--- src/rtl/switch_request_arbiter.sv ---
// Round-robin arbiter sharing one resource between n requesters.
// The grant is one-hot, a hold is limited to a quantum while others wait, and a dead-time guard separates grants.
module switch_request_arbiter #(
    parameter int n       = 4,
    parameter int quantum = 16,
    parameter int guard   = 2,
    localparam int IDW    = (n > 1) ? $clog2(n) : 1
) (
    input  logic           clk,
    input  logic           reset,
    input  logic [n-1:0]   req,
    output logic [n-1:0]   gnt,
    output logic           gnt_valid,
    output logic [IDW-1:0] gnt_id,
    output logic           preempt
);

    localparam int HCW = (quantum > 1) ? $clog2(quantum) : 1;
    localparam int GCW = (guard > 1) ? $clog2(guard) : 1;
    localparam logic [HCW-1:0] HOLD_LAST  = HCW'(quantum - 1);
    localparam logic [GCW-1:0] GUARD_LAST = GCW'(guard - 1);

    typedef enum logic [1:0] {IDLE, GRANT, GUARD} state_t;

    state_t         state, state_nxt;
    logic [IDW-1:0] ptr, ptr_nxt, pick, gnt_id_nxt;
    logic [HCW-1:0] hold_cnt, hold_nxt;
    logic [GCW-1:0] guard_cnt, guard_nxt;
    logic [n-1:0]   gnt_nxt;
    logic           preempt_nxt;
    logic           any_req, holder_req, others_req, hold_last, guard_last, start;

    // Nearest requester at or after the pointer, measured as wrap-around distance.
    function automatic logic [IDW-1:0] arb_pick(input logic [n-1:0] r, input logic [IDW-1:0] p);
        logic [IDW-1:0] best;
        int             best_d;
        int             d;
        best   = '0;
        best_d = n;
        for (int i = 0; i < n; i++) begin
            d = (i + n - int'(p)) % n;
            if (r[i] && d < best_d) begin
                best_d = d;
                best   = IDW'(i);
            end
        end
        return best;
    endfunction

    function automatic logic [IDW-1:0] ptr_after(input logic [IDW-1:0] idx);
        if (int'(idx) >= n - 1) return '0;
        return idx + IDW'(1);
    endfunction

    assign any_req    = |req;
    assign holder_req = |(req & gnt);
    assign others_req = |(req & ~gnt);
    assign hold_last  = (hold_cnt == HOLD_LAST);
    assign guard_last = (guard_cnt == GUARD_LAST);
    assign pick       = arb_pick(req, ptr);
    assign start      = any_req && (state == IDLE || (state == GUARD && guard_last));

    always_ff @(posedge clk) begin
        if (reset) state <= IDLE;
        else       state <= state_nxt;
    end

    always_comb begin
        state_nxt = state;
        case (state)
            IDLE:    if (any_req) state_nxt = GRANT;
            GRANT:   if (!holder_req || (hold_last && others_req)) state_nxt = GUARD;
            GUARD:   if (guard_last) state_nxt = any_req ? GRANT : IDLE;
            default: state_nxt = IDLE;
        endcase
    end

    // Release is tested before preemption so a dropping holder never produces a preempt pulse.
    always_comb begin
        gnt_nxt     = gnt;
        gnt_id_nxt  = gnt_id;
        ptr_nxt     = ptr;
        preempt_nxt = 1'b0;
        hold_nxt    = hold_cnt;
        guard_nxt   = guard_cnt;
        if (start) begin
            gnt_nxt    = n'(1) << pick;
            gnt_id_nxt = pick;
            ptr_nxt    = ptr_after(pick);
            hold_nxt   = '0;
            guard_nxt  = '0;
        end else if (state == GRANT) begin
            if (!holder_req) begin
                gnt_nxt   = '0;
                guard_nxt = '0;
            end else if (hold_last && others_req) begin
                gnt_nxt     = '0;
                preempt_nxt = 1'b1;
                guard_nxt   = '0;
            end else if (!hold_last) begin
                hold_nxt = hold_cnt + HCW'(1);
            end
        end else if (state == GUARD) begin
            guard_nxt = guard_last ? '0 : guard_cnt + GCW'(1);
        end
    end

    always_ff @(posedge clk) begin
        if (reset) begin
            gnt       <= '0;
            gnt_valid <= 1'b0;
            gnt_id    <= '0;
            preempt   <= 1'b0;
            ptr       <= '0;
            hold_cnt  <= '0;
            guard_cnt <= '0;
        end else begin
            gnt       <= gnt_nxt;
            gnt_valid <= |gnt_nxt;
            gnt_id    <= gnt_id_nxt;
            preempt   <= preempt_nxt;
            ptr       <= ptr_nxt;
            hold_cnt  <= hold_nxt;
            guard_cnt <= guard_nxt;
        end
    end

endmodule

--- config.mk ---
export PLATFORM = sky130hd
export DESIGN_NAME = switch_request_arbiter
export DESIGN_NICKNAME = d
export VERILOG_FILES = /design/src/rtl/switch_request_arbiter.sv
export SDC_FILE = /design/constraint.sdc
export NUM_CORES = 1
export LEC_CHECK = 0
export CAP_MARGIN = 0
export CORE_UTILIZATION = 28
export CTS_CLUSTER_DIAMETER = 50
export DETAILED_ROUTE_END_ITERATION = 10
export GPL_ROUTABILITY_DRIVEN = 1
export GPL_TIMING_DRIVEN = 1
export SLEW_MARGIN = 40
export SYNTH_ARGS = -nofsm -noshare
export SYNTH_HDL_FRONTEND = slang
export SYNTH_SLANG_ARGS = --single-unit
--- constraint.sdc ---
create_clock -name clk -period 8.1 [get_ports clk]
set_input_delay 2.43 -clock clk [delete_from_list [all_inputs] [get_ports clk]]
set_output_delay 2.43 -clock clk [all_outputs]
set_load 0.1 [all_outputs]
======== Word-level counts from Yosys, hierarchy flattened ========
Cells that the tools add are included.
Widths: inputs -> output; s select.
word-level totals
  flip-flop bits (word level) ............. 17
  input bits .............................. 6
  word-level logic and storage cells ...... 89
operators by class
  add/sub/neg operators ................... 7
  order comparisons ....................... 5
  equality and inequality tests ........... 7
  shifts and indexed selects .............. 1
  muxes and demuxes ....................... 25
  bitwise logic cells ..................... 11
  reduce and logical (&&, ||, !) cells .... 25
operators by type and width
  operator             number
  $lt 3x32->1          3
  $mux 32              3
  $reduce_or 4->1      5
  $mux 4               4
  $sub 3x2->4 const A  4
  $mux 2               7
  $mux 1               10
  $reduce_or 2->1      5
  $and 4x4->4          2
  $logic_and 1x1->1    7
  $ne 2x2->1 const B   3
  $pmux 2 s3           1
  $add 4x1->4 const B  1
  $and 1x1->1          4
  $eq 4x4->1 const B   1
  $lt 3x4->1 const B   1
  $not 1->1            4
  $not 4->4            1
  $reduce_and 4->1     1
  $shl 1x2->4 const A  1
  $ne 3x3->1 const B   1
  $reduce_and 3->1     1
  $add 2x1->2 const B  1
  $eq 2x1->1 const B   1
  other kinds (8)      9

======== Depth between registers and ports, before layout ========
  depth in word-level cells ............... 19
  gate-level depth with buffers ........... 18
  depth with buffers taken out ............ 17

======== Least setup slack after synthesis ========
OpenSTA, ideal clock, no wires.
  path kind ............................... input to register
  start point ............................. input port req[0]
  end point ............................... register gnt_valid
  library setup time ...................... 0.138 ns
  arrival time ............................ 5.173 ns
  required time ........................... 7.962 ns
  path slack .............................. 2.789 ns
  stages .................................. 15
  path buffers ............................ 1
  path through ............................ buf_6 -> inv_1 -> o32a_1 -> ha_1 -> o22ai_1 -> o21ai_1 -> o21ai_0 -> ha_1 -> a21boi_0 -> a21oi_1 -> a21oi_1 -> inv_1 -> ha_1 -> o31ai_1 -> o211ai_2
on the way
  cells in the longest elaborated chain, start to end .. 14
RTL lines
  element               RTL line  RTL
  from (decl)           11        input logic [n-1:0] req,
  $logic_and 1x1->1 *   42        if (r[i] && d < best_d) begin
  $mux 32 *             42
  $lt 3x32->1           42
  $logic_and 1x1->1     42
  $mux 32               42
  $lt 3x32->1           42
  $logic_and 1x1->1     42
  $mux 32               42
  $lt 3x32->1           42
  $logic_and 1x1->1     42
  $mux 2 *              42
  net pick[0]           26        logic [IDW-1:0] ptr, ptr_nxt, pick, gnt_id_nxt;
  $shl 1x2->4 *         87        gnt_nxt = n'(1) << pick;
  $mux 4 *              86        if (start) begin
  $reduce_or 4->1 *     119       gnt_valid <= |gnt_nxt;
  to (signal assigned)  119
  to (decl)             13        output logic gnt_valid,
The timed path passes the listed nets; every way through them passes the cells marked *.
A chain may end at the register's enable or synchronous reset.

======== Worst setup path after layout ========
Same ends and word-level chain as after synthesis.

==> flow_summary.json <==
{
  "r2r-start": "ptr[1]",
  "gp_congestion": 0.7400,
  "synth_compound_area_share_pct": 26.23,
  "port_buffers": 13,
  "min_from": "guard_cnt",
  "dp_hpwl_mm": 1.666,
  "avgRoutedWirePerCell_um": 12.77,
  "muxShareOfSynthArea_pct": 1.961,
  "worstReg2RegEnd": "gnt_valid",
  "antenna_found_initial": 0,
  "die_h_um": 62.39,
  "path_cells": "clkdlybuf4s50_1 -> inv_1 -> o32a_1 -> ha_1 -> o22ai_1 -> o21ai_1 -> o21ai_0 -> ha_1 -> a21boi_0 -> a21oi_1 -> a21oi_1 -> inv_1 -> ha_1 -> o31ai_1 -> o211ai_2",
  "dp.cells": 169,
  "core_area_um2": 3416,
  "critPathCaptureType": "register",
  "arrival_ps": 6190,
  "status": "completed",
  "die_area_um2": 3892,
  "initial_core_util_pct": 29.89,
  "nFillCells": 371,
  "hold_end": "guard_cnt",
  "grt_pass1_wl_mm": 3.981,
  "worstSetupStartpointType": "primary input",
  "max-slew-margin-rel_pct": 56.04,
  "slowest_stage": "clkdlybuf4s50_1",
  "cts_made_buffers": 3,
  "hold_depth": 2,
  "cts_max_level": 1,
  "worstPathMaxFanout": 9,
  "rows": 21,
  "die_w_um": 62.39,
  "diodes": 0,
  "layout_worst_path_cycle_share_pct": 74.49,
  "synth_top_family_by_area": "compound AO/OA/AOI/OAI gates",
  "synth_top_flop_cell": "dfxtp_1",
  "avgSynthCellArea_um2": 8.878,
  "worstSetupPathType": "primary input to register",
  "track_usage_pct": 12.71,
  "clkLatencyLatePin_ps": 300,
  "num_io_pins": 14,
  "path_clk_slew_ps": 90,
  "fin_nets": 139,
  "hold_viol_final": 0,
  "synth-edff-count": 0,
  "slew_violations": 0,
  "area_growth_syn_to_layout_pct": 13.97,
  "fin_setup_tns_ps": 0,
  "postRouteAntennaNets": 0,
  "rsz0062_at_grt": "false",
  "layout_min_cycle_time_ps": 6034,
  "syn-num-nets": 126,
  "vdd_drop_max_mv": 0.2199,
  "yosys.area.top_type": "dfxtp_1",
  "p_per_area_nw_per_um2": 401.6,
  "cpPeakStageDelay_ps": 640,
  "reg2regPathDepth": 14,
  "yosysUniqueCellTypes": 43,
  "cp.required_ps": 8260,
  "synthArstFlopShare_pct": 0,
  "critical_path.most_common_cell": "ha_1",
  "wl_mm": 2.210,
  "synth_area_leaders": "dfxtp_1, ha_1, a21oi_1, nor2_1, nand2b_1",
  "synth-xor-area-share_pct": 2.574,
  "ys_ff_latch": 17,
  "cts_resized": 0,
  "overflow": 0,
  "achievable-frequency_mhz": 165.7,
  "tightest_slew_ps": 655.9,
  "hp-class": "register to register",
  "reg2reg_slack_ps": 4490,
  "vias_per_cell": 5.017,
  "setup_viol": 0,
  "syn_inst": 115,
  "yosys.area_share.simple_pct": 23.90,
  "root_buffer": "clkbuf_4",
  "instances_no_fill": 173,
  "first_global_vias": 906,
  "cts_setup_buffers": 0,
  "cts_max_path_buffers": 2,
  "p_leak_nw": 0.4572,
  "route.detailed.drc": 0,
  "ys_seq_area_share_pct": 33.33,
  "cap_violations": 0,
  "dr.first_iter.drc_count": 41,
  "drive_gt1_share_pct": 17.32,
  "synthAdderAreaFrac_pct": 6.127,
  "route.vias.total": 868,
  "cts_tree": "built",
  "drt-pass1-iter-count": 4,
  "grt_max_degree": 15,
  "synth_top_area_share_pct": 33.33,
  "clock-sinks": 17,
  "yosysWarnings": 0,
  "syn_area_um2": 1021,
  "p_total_mw": 0.4673,
  "cts_hold_buf": 0,
  "finClkSkew_ps": 9.663
}
## per-layer routing
layer  part of all wire (%)  GRT usage [%]  vias to the layer above  wire length (um)
met3                    6.3          5.109                        4               139
met5                      0              0                        -                 0
li1                       -              -                      442                 -
met2                     43          20.74                       22               957
met1                     49          15.54                      400              1090
met4                    1.0          3.198                        0                23
## cell families (layout without fill, tap and decap cells)
kind of cell / after synthesis / count (layout)
compound gates: 32 / 32
xor+xnor: 3 / 3
fa+ha+maj: 5 / 5
buf+inv: 11 / 23
flops: 17 / 17
mux: 2 / 2
simple gates: 45 / 45
## worst max-delay path, delay by kind of cell
| kind | cells | cell delay [ps] |
|---|---|---|
| buffers and inverters | 3 | 850 |
| AOI/OAI and AO/OA | 9 | 2080 |
| adders and majority gates | 3 | 830 |
## cells in the final DEF (no fill, tap or decap), drive strengths merged, types with 2 or more instances in the layout
| cell | instances |
|---|---|
| nand2 | 8 |
| o21ai | 2 |
| a211oi | 4 |
| a21oi | 9 |
| nor3 | 4 |
| xnor2 | 2 |
| inv | 6 |
| a21boi | 2 |
| nand3 | 4 |
| nor2b | 5 |
| clkbuf | 3 |
| nand2b | 6 |
| dfxtp | 17 |
| nor2 | 11 |
| a22oi | 2 |
| buf | 8 |
| clkdlybuf4s50 | 5 |
| ha | 5 |
| mux2i | 2 |
## synthesized netlist by cell type (all sizes together) (2+ instances only)
library cell	instances
ha	5
nand2b	6
inv	6
nor2b	5
buf	3
clkbuf	2
a22oi	2
dfxtp	17
a211oi	4
mux2i	2
nor2	11
a21oi	9
nor3	4
nand3	4
xnor2	2
o21ai	2
nand2	8
a21boi	2
## through the flow
step	hold slack [ps]	utilization [%]	cell area, um^2	setup slack [ps]
after CTS	499.7	34.07	1164	2090
after detailed placement	484.5	33.26	1136	1778
after global placement	469.3	34.29	1171	1915
after floorplan	456.5	-	1021	2789
final	493.8	34.07	1164	2066
after global routing	523.7	34.07	1164	1705
## registers in the layout, indices dropped and copies added (netlist names)
signal     count
ptr            2
guard_cnt      1
state          2
preempt        1
gnt_valid      1
hold_cnt       4
gnt            4
gnt_id         2
## worst max-delay path by stage
stage | slack (ps) | depth (start not counted) | end | start
after global placement | 1920 | 15 | gnt_valid | req[0]
after detailed placement | 1780 | 15 | gnt_valid | req[0]
after CTS | 2090 | 15 | gnt_valid | req[0]
after floorplan | 2790 | 15 | gnt_valid | req[0]
final | 2070 | 15 | gnt_valid | req[0]
after global routing | 1710 | 16 | gnt_valid | req[0]
## cell type report
cell class	instances	area (um^2)	area share (%)
multi-input combinational	87	625.6	53.76
sequential	17	340.3	29.25
timing repair buffer	13	90.09	7.742
tap	46	57.56	4.946
clock buffer	3	22.52	1.935
inverter	6	22.52	1.935
clock inverter	1	5.005	0.4301
## power breakdown
part           total, mW  leakage (nW)  internal, mW  switching (mW)
registers          0.128         0.139         0.106          0.0226
clock network     0.0455        0.0177        0.0184          0.0271
logic              0.293         0.300        0.0850           0.208
total              0.467         0.457         0.209           0.258
No activity file was read; power rests on OpenSTA's default activity.
